## src/rtl/df_pkg.sv

```systemverilog
// Shared definitions for the divider slice: default widths, FSM state
// type and the coefficient-to-divisor decode.
package df_pkg;

   localparam int DF_DATA_W = 8;
   localparam int DF_FRAC_W = 7;
   localparam int DF_DW     = DF_DATA_W + DF_FRAC_W + 1;

   // The divisor never exceeds 47, so the remainder always fits in
   // 6 bits. The extra remainder bit holds the shifted-in trial value.
   localparam int REM_W = 7;
   localparam int DIV_W = 6;
   localparam int CNT_W = 5;

   typedef enum logic [1:0] {
      IDLE,
      CALC,
      DONE
   } df_state_t;

   // Same weighting as the coefficient multiplier: C = 5 + 2*c0 + 8*c1 + 32*c2
   function automatic logic [DIV_W-1:0] df_coef_to_div(input logic [2:0] coef);
      logic [DIV_W-1:0] c;
      c = 6'd5;
      if (coef[0]) c = c + 6'd2;
      if (coef[1]) c = c + 6'd8;
      if (coef[2]) c = c + 6'd32;
      return c;
   endfunction

endpackage

```

## src/rtl/df_div_step.sv

```systemverilog
// One restoring-division step: shift the next dividend bit into the
// remainder and subtract the divisor when it fits.
module df_div_step
   import df_pkg::*;
(
   input  logic [REM_W-1:0] rem_in,
   input  logic             msb_in,
   input  logic [DIV_W-1:0] divisor,
   output logic [REM_W-1:0] rem_out,
   output logic             q_bit
);

   logic [REM_W:0] trial;

   // Compare the widened trial remainder against the divisor and restore
   // (keep the trial value) when the subtraction would go negative.
   always_comb begin
      trial   = {rem_in, msb_in};
      q_bit   = (trial >= {2'b00, divisor});
      rem_out = REM_W'(trial - (q_bit ? {2'b00, divisor} : '0));
   end

endmodule

```

## src/rtl/df_divider_c2.sv

```systemverilog
// Sequential restoring divider: out = floor((data << FRAC_W) / C), one
// quotient bit per clock, valid/ready on both sides, saturating output.
// Optional build macro DF_DIV_ROUND_EN: round half up by adding C>>1 to
// the dividend at load time; latency is unchanged.
module df_divider_c2
   import df_pkg::*;
#(
   parameter int DATA_W = DF_DATA_W,
   parameter int FRAC_W = DF_FRAC_W
)
(
   input  logic              clk,
   input  logic              rst_n,
   input  logic              in_valid,
   output logic              in_ready,
   input  logic [2:0]        coef,
   input  logic [DATA_W-1:0] data,
   output logic              out_valid,
   input  logic              out_ready,
   output logic [DATA_W-1:0] out,
   output logic              sat
);

   localparam int DW = DATA_W + FRAC_W + 1;

   df_state_t        state;
   df_state_t        state_nxt;
   logic [DW-1:0]    dividend;
   logic [REM_W-1:0] rem;
   logic [DIV_W-1:0] divisor;
   logic [CNT_W-1:0] count;

   logic [DIV_W-1:0] c_in;
   logic [DW-1:0]    load_val;
   logic [REM_W-1:0] rem_nxt;
   logic             q_bit;
   logic [DW-1:0]    quot_final;
   logic             quot_sat;

   // The dividend register doubles as the quotient register: each step
   // shifts the top dividend bit out and the new quotient bit in, so
   // after DW steps it holds the full quotient.
   df_div_step u_step (
      .rem_in  (rem),
      .msb_in  (dividend[DW-1]),
      .divisor (divisor),
      .rem_out (rem_nxt),
      .q_bit   (q_bit)
   );

   assign c_in       = df_coef_to_div(coef);
   assign quot_final = {dividend[DW-2:0], q_bit};
   assign quot_sat   = |quot_final[DW-1:DATA_W];
   assign in_ready   = (state == IDLE);
   assign out_valid  = (state == DONE);

`ifdef DF_DIV_ROUND_EN
   assign load_val = {1'b0, data, {FRAC_W{1'b0}}} + {{(DW-DIV_W){1'b0}}, (c_in >> 1)};
`else
   assign load_val = {1'b0, data, {FRAC_W{1'b0}}};
`endif

   // State register; reset aborts any operation in flight.
   always_ff @(posedge clk or negedge rst_n) begin
      if (!rst_n) state <= IDLE;
      else        state <= state_nxt;
   end

   // Next-state: accept in IDLE, run DW steps, hold DONE until taken.
   always_comb begin
      state_nxt = state;
      case (state)
         IDLE:    if (in_valid)              state_nxt = CALC;
         CALC:    if (count == '0)           state_nxt = DONE;
         DONE:    if (out_ready)             state_nxt = IDLE;
         default:                            state_nxt = IDLE;
      endcase
   end

   // Datapath: load operands, iterate, and register the saturated result
   // on the final step so out/sat are stable throughout DONE and beyond.
   always_ff @(posedge clk or negedge rst_n) begin
      if (!rst_n) begin
         dividend <= '0;
         rem      <= '0;
         divisor  <= '0;
         count    <= '0;
         out      <= '0;
         sat      <= 1'b0;
      end else begin
         case (state)
            IDLE: begin
               if (in_valid) begin
                  dividend <= load_val;
                  divisor  <= c_in;
                  rem      <= '0;
                  count    <= CNT_W'(DW - 1);
               end
            end
            CALC: begin
               dividend <= quot_final;
               rem      <= rem_nxt;
               count    <= count - CNT_W'(1);
               if (count == '0) begin
                  out <= quot_sat ? '1 : quot_final[DATA_W-1:0];
                  sat <= quot_sat;
               end
            end
            default: ;
         endcase
      end
   end

endmodule

```

## config.mk

```make
export PLATFORM = sky130hd
export DESIGN_NAME = df_divider_c2
export DESIGN_NICKNAME = d
export VERILOG_FILES = /design/src/rtl/df_pkg.sv /design/src/rtl/df_div_step.sv /design/src/rtl/df_divider_c2.sv
export SDC_FILE = /design/constraint.sdc
export NUM_CORES = 1
export LEC_CHECK = 0
export ABC_CLOCK_PERIOD_IN_PS = 6100
export CORE_AREA = 2 2 95 97
export DETAILED_ROUTE_END_ITERATION = 16
export DIE_AREA = 0 0 97 99
export GPL_TIMING_DRIVEN = 0
export PLACE_DENSITY_LB_ADDON = 0.12
export SLEW_MARGIN = 20
export SYNTH_ARGS = -nofsm -noshare
export SYNTH_HDL_FRONTEND = slang
export SYNTH_SLANG_ARGS = --single-unit
```

## constraint.sdc

```tcl
create_clock -name clk -period 6.1 [get_ports clk]
set_input_delay 0.61 -clock clk [delete_from_list [all_inputs] [get_ports clk]]
set_output_delay 0.61 -clock clk [all_outputs]
set_load 0.01 [all_outputs]
```

After elaboration in Yosys (flattened, before gate mapping). Index checks and enable logic that the tools add are counted.

Logic and storage cells: 40. Output and inout bits: 11. Flip-flop bits (word level): 45.

Multiplexer cells: 15. Reduce and logical (&&, ||, !) cells: 8. Equality and inequality tests: 5. $lt $le $gt $ge: 1. Add/subtract/negate cells: 4.

Operator list (count): $pmux W16 S2 (1); $mux W6 (3); $mux W16 (1); $pmux W7 S2 (1); $pmux W5 S2 (1); $ge A8 B6 Y1 (1); $mux W2 (4); $mux W8 (1); $reduce_or A8 Y1 (1); $mux W7 (1); $sub A7 B7 Y7 (1); $add A6 B4 Y6 const B (1); $add A6 B6 Y6 const B (1); $pmux W2 S3 (1); $reduce_and A2 Y1 (3); $logic_not A5 Y1 (1); $mux W5 (1); $sub A5 B1 Y5 const B (1); $ne A2 B2 Y1 const B (2); $reduce_and A3 Y1 (1); $eq A2 B1 Y1 const B (1); $eq A2 B2 Y1 const B (1); $logic_not A2 Y1 (1); $ne A2 B1 Y1 const B (1); $reduce_bool A2 Y1 (1).

Depth between registers and ports, before layout. Gate-level depths: netlist of the first run.

Word-level depth: 5. Depth in mapped cells: 13.

Hierarchy. A second synthesis of the first run with hierarchy kept.

Cell total of the unflattened synthesis: 239. Area, all modules: 2326.0 um^2.

Modules (own cells, without submodules): df_divider_c2 (seq. area each 1076.0 um^2, cells each 184, area an instance 1904.3 um^2, times used 1); df_div_step (seq. area each 0.0 um^2, cells each 55, area an instance 421.7 um^2, times used 1).

Worst setup path after synthesis of the first run. Ideal clock, no wire load.

Path kind: register to register. Start: reg rem[0]. End: reg rem[6]. Arrival time: 2.575 ns. Stages on the path, launching flop included: 13. Path slack: 3.397 ns. Path buffers: 0. Cells stage by stage: dfrtp_1 ha_1 o211ai_1 o21ai_1 a2111o_1 and2_2 ha_1 inv_1 fa_1 a21o_1 o221a_2 xor2_1 o21ai_2.

Cells in the longest elaborated chain, start to end: 4.

Ends and longest elaborated chain: start, declared (RTL line df_divider_c2.sv:29) `logic [REM_W-1:0] rem;`; start signal, assigned (RTL line df_divider_c2.sv:102) `rem <= rem_nxt;`; $ge A8 B6 Y1 (RTL line df_div_step.sv:19) `q_bit = (trial >= {2'b00, divisor});`; $mux W6 (RTL line df_div_step.sv:20) `rem_out = REM_W'(trial - (q_bit ? {2'b00, divisor} : '0));`; $sub A7 B7 Y7 (*) (RTL line df_div_step.sv:20); $pmux W7 S2 (*) (RTL line df_divider_c2.sv:91) `case (state)`.

Every way passes the cells marked *; elsewhere a longest branch is shown, timed or not. A chain may end at the register's enable or synchronous reset.

Final worst setup path of the first run.
Start: reg divisor[2]. End: reg rem[6].

Cells in the longest elaborated chain, start to end: 4.

Ends and longest elaborated chain: start, declared (RTL line df_divider_c2.sv:30) `logic [DIV_W-1:0] divisor;`; start signal, assigned (RTL line df_divider_c2.sv:95) `divisor <= c_in;`; $ge A8 B6 Y1 (RTL line df_div_step.sv:19); $mux W6 (*) (RTL line df_div_step.sv:20); $sub A7 B7 Y7 (*) (RTL line df_div_step.sv:20); $pmux W7 S2 (*) (RTL line df_divider_c2.sv:91).

Marks and branches as above.

==> key figures, run 1 <==
Outcome
  – Status: completed

Placement
  – Placer Congestion: between 0.7 and 0.8
  – Post-DP Area: 0.00247 mm2
  – HPWL Detailed: 3610 um
  – Number of buffers added on ports: 25

Floorplanning
  – Die Width: 97 um
  – Core box area: 0.00855 mm2
  – Die Ht: 99 um
  – Initial Util: 24.2%
  – Cell Rows: 34
  – Die ar.: roughly 0.0096 mm2
  – I/O Pins: 26

Yosys
  – Yosys reg bits: 43
  – Warnings from Yosys: 0
  – Distinct cells, synth: 45
  – Post-Syn Area: ~0.0021 mm2
  – Synth Instances: between 200 and 250
  – Area contributors post-synth: dfrtp_1 52%, nand2_1 7.8%, ha_1 7.3%
  – Most used flip-flop cell after synthesis: dfrtp_1
  – EDFF count, synth: 0
  – Syn Area/Cell: 10.2 um2
  – Seq/Total Area, Yosys: roughly half
  – Synth area leader: dfrtp_1
  – Adder-Cell Fraction of Synth Area: 8.22%
  – Mux cell area share after synthesis: 0.483%
  – Synth Area in Compound Gates: 17.9%
  – Syn_nets: 232
  – Post-synth top area share: roughly half
  – Post-Synth XOR/XNOR Area: under 10%
  – Post-synth ARST share: 100%
  – Largest family of logic cells by synthesized area: compound AO/OA/AOI/OAI gates
  – Simple-Gate Fraction of Synth Area: 17.0%

Detailed routing
  – Drt pass-1 iters: 4
  – Antenna Nets Post-Route: 0
  – Drt drc: 0
  – Routed length per instance: 14.5 um
  – Total number of vias: 1577
  – Total wire length: between 5000 and 6000 um
  – Iter 0 DRT Violations: 55
  – Vias per cell: 4.56

Setup path
  – Worst EP arrival: 3230 ps
  – Crit Path Max Fanout: 7
  – Required @ worst endpoint: approximately 6300 ps
  – Flop2flop setup slack: 3040 ps
  – Worst Reg-to-Reg Cells: 12
  – Type of origin of the critical path: register
  – FF-to-FF End: rem[6]
  – RR Startpoint: divisor[2]
  – Critical Setup Path Class: register to register
  – Crit. End Element: register

Global route
  – Total Routing Usage GR: 11.3%
  – Initial antenna violation count: 0
  – Vias in the first global route: 1739
  – First-pass GRT wire length: 8670 um
  – Grt total ovfl: 0
  – Pin count of the biggest net entering global routing: 29

CTS
  – CTS Buffer Depth: 2
  – Clock root buffer: clkbuf_8
  – Number of H-tree levels: 2
  – Clock-pin slew on the worst setup and hold paths: about 100 ps
  – Clk_lat worst skew: roughly 300 ps
  – CTS Buf Count: 5
  – TritonCTS clock tree: yes
  – Post-CTS Resized: 0
  – Clk sinks: 43
  – Cts hold-fix bufs: 0
  – # Post-CTS Setup Buffers: 0

STA
  – Fin Setup TNS: 0 ps
  – Final Setup Violations: 0
  – Normalized max-slew margin: around 65%
  – RSZ-0062 raised after global routing: false
  – Hold Violations, Final: 0
  – Max Clock Skew: 11.8 ps
  – Worst-Margin Slew: 529 ps
  – Fmax: 327 MHz
  – Period utilization: 50.1%
  – Min Tclk post-route: 3060 ps
  – Max-slew violations: 0

Finish
  – N_diodes: 0
  – Layout cell share with drive strength beyond 1: about 8%
  – Area Growth Syn to Fin: 24.8%
  – Most frequent cells in the layout: 43 x nand2_1, 43 x dfrtp_1, 24 x clkdlybuf4s50_1
  – Final net count: 265
  – Fillcell total: around 880
  – Final instance area: 0.00258 mm2

Pwr
  – Leakage: approximately 1.1 nW
  – VDD IR-drop max: roughly 0.00014 V
  – Power Density: 572 mW/mm2

Min path
  – Hold crit path type: input port to async pin

Job
  – Max Cap Viol: 0
-- metal layers --
layer	share of wire, %	global-route usage (%)	vias to the layer above
met5	0	0	-
met4	1.9	3.14	0
met3	3.7	2.48	10
met2	44	18.2	29
met1	50	15.3	747
li1	-	-	791
-- cells in the mapped netlist (2+ instances only) --
cell type and count:
a21oi_1 2, clkbuf_1 5, ha_1 12, nor2b_1 3, o21ai_0 18, a31oi_1 2
o22a_1 7, nor4_1 3, nor2_1 5, nand3_1 7, o211ai_1 2, buf_2 2
inv_1 9, o21a_1 2, xnor2_1 2, dfrtp_1 43, a22oi_1 8, a21o_1 2
nand2_1 43, nor3_1 2
-- cell type report --
type,count,area (um2),area share [%]
clock inverters,3,43.8,1.69
clock buffers,5,68.8,2.66
well taps,108,135,5.23
multi-input cells,144,928,35.9
plain buffers,8,32.5,1.26
repair buffers,26,265,10.3
flip-flops and latches,43,1080,41.6
inverters,9,33.8,1.31
-- cell families (layout without fill, tap and decap cells) --
logic type	Yosys count	count (layout)
buffers and inverters	17	51
adders and majority gates	13	13
and+or+nand+nor	74	74
AOI/OAI and AO/OA	53	53
DFF	43	43
xor gates and xnor gates	3	3
muxes	1	1
-- report_power, final --
| part | internal, mW | switching, mW | total, mW |
|---|---|---|---|
| clock network | 0.122 | 0.109 | 0.231 |
| logic | 0.342 | 0.364 | 0.706 |
| registers | 0.430 | 0.111 | 0.541 |
-- worst max path at each step --
stage | from | depth (start not counted) | end | slack (ps)
after floorplan | rem[0] | 12 | rem[6] | 3400
after global placement | rst_n | 1 | sat | 3010
after detailed placement | dividend[15] | 13 | rem[6] | 3040
after CTS | dividend[15] | 13 | rem[6] | 3010
after global routing | dividend[15] | 13 | rem[6] | 2850
final | divisor[2] | 12 | rem[6] | 3040
-- critical path, cell delays in order, from the launching register on --
cell,delay [ps]
dfrtp_1,420
ha_1,310
nor3b_1,210
o21ai_1,120
a2111o_1,560
and2_2,250
ha_1,190
inv_1,70
fa_1,210
a21o_1,150
o221a_2,190
xor2_1,180
o21ai_2,60
-- sequential cells by signal, indices dropped and copies added, names as in the netlist --
name / cells
out: 8
count: 5
state: 2
rem: 7
sat: 1
dividend: 16
divisor: 4
-- metrics by stage --
step	cells	setup WS (ps)	utilization (%)	hold WS, ps	total power [mW]
final	346	3040	30.2	229	1.48
after global routing	346	2850	30.2	258	1.63
after CTS	346	3010	30.2	245	1.51
after detailed placement	338	3040	28.9	485	1.27
after global placement	337	3010	28.7	474	1.26
after floorplan	204	3400	-	314	1.02
No activity file was read; power rests on OpenSTA's default activity.
==> inputs of run 2 (changes only) <==
Settings changed: ABC_CLOCK_PERIOD_IN_PS 6100 to 3000.
Clock period 6.1 ns to 3 ns, I/O delays scaled along.
==> run 2 against run 1 <==
- critical path type unchanged
- utilization increased by 1.1 points
- clock skew is 1.4 ps higher
- largest cell class unchanged
- sequential power up 100%
- cell count rose by 2.6%
- fmax up 6.8%
- die area did not move
- non-clock buffer count increased by 9
- critical path depth is 2 lower
- global-route usage about the same
- flip-flop and latch count did not move
- routed wire length is 2.3% higher
- clock-buffer cell count is the same
==> key figures, run 2 (synthesized netlist as in run 1, its figures left out) <==
Pwr
  – Total net switching power: 1.24 mW (+110%)
  – Comb power frac: 50.7% (+2.9 points)
  – Sw Ratio: 39.1% (-0.40 points)
  – Cell-internal power: 1.93 mW (+120%)
  – Leakage: 1.16 nW (+4.0%)
  – Total power: 3.16 mW (+110%)
  – Sequential share of power: 34.6% (-2.0 points)
  – VDD IR-drop max: 0.000265 V (+95%)
  – Clk pwr share: 14.8% (-0.8 points)
  – Power Density: 1180 mW/mm2 (+110%)

Setup path
  – Required @ worst endpoint: 3170 ps (-3100 ps)
  – Crit-path max cell delay: 510 ps (-50 ps)
  – Worst-path cell chain: ha_1, nor3b_2, o21ai_1, a2111o_1, nand2_1, ha_1, or4_1, o221a_4, xor2_2, o21ai_2
  – Critical path buffers and inverters: 0 (-1)
  – Crit. End Element: register
  – CP Depth: 10 (-2)
  – Critical Setup Path Class: register to register
  – Crit path max-delay family: simple AND/OR/NAND/NOR gates
  – Crit Path Max Fanout: 5 (-2)
  – Worst Reg-to-Reg Cells: 10 (-2)
  – Slowest cell on crit path: or4_1
  – Type of origin of the critical path: register
  – Worst EP arrival: 3030 ps (-200 ps)
  – Critical Path Most Common Cell: ha_1

Floorplanning
  – Die Ht: 99 um (unchanged)
  – Initial Util: 24.2% (unchanged)
  – Cell Rows: 34 (unchanged)
  – Die ar.: 0.00960 mm2 (unchanged)
  – Core box area: 0.00855 mm2 (unchanged)
  – Die Width: 97 um (unchanged)
  – I/O Pins: 26 (unchanged)

Global route
  – Total Routing Usage GR: 11.3% (+0.045 points)
  – First-pass GRT wire length: 8690 um (+0.24%)
  – Vias in the first global route: 1745 (+0.35%)
  – Pin count of the biggest net entering global routing: 29 (unchanged)
  – Initial antenna violation count: 0 (unchanged)
  – Grt total ovfl: 0 (unchanged)

Placement
  – HPWL Detailed: 3610 um (unchanged)
  – Placer Congestion: 0.715 (unchanged)
  – Number of buffers added on ports: 25 (unchanged)
  – Placed cells: 338 (unchanged)

Finish
  – Most common cell after layout, fill and taps aside: nand2_1
  – Top reg by flops: dividend
  – Finished Layout Cells: 355 (+2.6%)
  – Most frequent cells in the layout: 43 x nand2_1, 42 x dfrtp_1, 24 x clkdlybuf4s50_1
  – Layout cell share with drive strength beyond 1: 13.8% (+5.8 points)
  – Largest registers: dividend x16, out x8, rem x7
  – N_diodes: 0 (unchanged)
  – Max reg flops: 16 (unchanged)
  – Area Growth Syn to Fin: 29.5%
  – Final net count: 274 (+3.4%)

Outcome
  – Status: completed

Detailed routing
  – Iter 0 DRT Violations: 64 (+16%)
  – Total number of vias: 1598 (+1.3%)
  – Routed length per instance: 14.5 um (-0.34%)
  – Total wire length: 5130 um (+2.3%)
  – Vias per cell: 4.50 (-1.2%)
  – Drt drc: 0 (unchanged)
  – Drt pass-1 iters: 4 (unchanged)
  – Antenna Nets Post-Route: 0 (unchanged)

STA
  – Period utilization: 95.4% (+45 points)
  – Hold Violations, Final: 0 (unchanged)
  – Final Setup Violations: 0 (unchanged)
  – Normalized max-slew margin: 64.4% (-0.19 points)
  – Min Tclk post-route: 2860 ps (-194 ps)
  – Worst-Margin Slew: 532 ps (+2.88 ps)
  – Max Clock Skew: 13.3 ps (+1.41 ps)
  – Max-slew violations: 0 (unchanged)
  – RSZ-0062 raised after global routing: true
  – Fin Setup TNS: 0 ps (unchanged)
  – Fmax: 349 MHz (+6.8%)

CTS
  – Clk_lat worst skew: 300 ps (about the same)
  – Number of H-tree levels: 2 (unchanged)
  – Clock root buffer: clkbuf_8
  – Clk sinks: 43 (unchanged)
  – TritonCTS clock tree: yes
  – CTS Buffer Depth: 2 (unchanged)
  – CTS Buf Count: 5 (unchanged)
  – Clock-pin slew on the worst setup and hold paths: 100 ps (about the same)

Job
  – Max Cap Viol: 0 (unchanged)

Min path
  – Hold crit path type: input port to async pin
run 2: layout make-up:
cell class / count / area, um2
multi-input combinational: 144 / 955
tap: 108 / 135
inverter: 9 / 33.8
sequential: 43 / 1080
clock inverter: 3 / 43.8
timing repair buffer: 35 / 335
clock buffer: 5 / 68.8
fill: 887 / 5870
buffer: 8 / 32.5
run 2: metal layers:
layer	part of all wire (%)	vias up	global-route usage, %	wire (um)
li1	-	806	-	-
met1	50	757	15.4	2550
met2	45	27	18.2	2320
met5	0	-	0	0
met4	1.4	0	3.25	70
met3	3.7	8	2.48	189
run 2: path summary, 6_finish.rpt:
check                           startpoint            to  slack, ps
worst max-delay path            divisor[2]        rem[6]        140
worst max register to register  divisor[2]        rem[6]        140
max in group asynchronous            rst_n  dividend[14]       2050
min in group clk                       sat           sat        500
worst min-delay path                 rst_n    divisor[5]        450
worst min register to register         sat           sat        500
run 2: timing repair:
action	in CTS	in global routing
pin swaps	1	5
hold buffers	1	0
hold endpoints to repair	15	0
buffers inserted	2	6
resized for setup	0	8
endpoints found under the setup margin	1	2
run 2: power groups by stage:
stage,combinational (mW),sequential [mW],clock [mW]
6_report,1.60,1.09,0.468
4_1_cts,1.50,1.10,0.485
5_1_grt,1.83,1.14,0.509
3_5_place_dp,1.46,1.12,0
2_1_floorplan,1.00,1.08,0
3_3_place_gp,1.45,1.11,0
run 2: metrics by stage:
stage                     hold WS (ps)  util, %  setup slack [ps]  cell area [um2]
final                              451     31.4               138             2680
after global routing               501     31.4             -15.0             2680
after CTS                          469     30.5              72.4             2610
after detailed placement           271     28.9             -56.7             2470
after global placement             474     28.7             -63.7             2460
after floorplan                   4.41        -               297             2070
==> inputs of run 3 (changes only) <==
Settings changed: CTS_CLUSTER_SIZE from default to 8.
==> results of run 3 <==
Same layout as run 2: the final DEF is identical, and so are final timing and power.
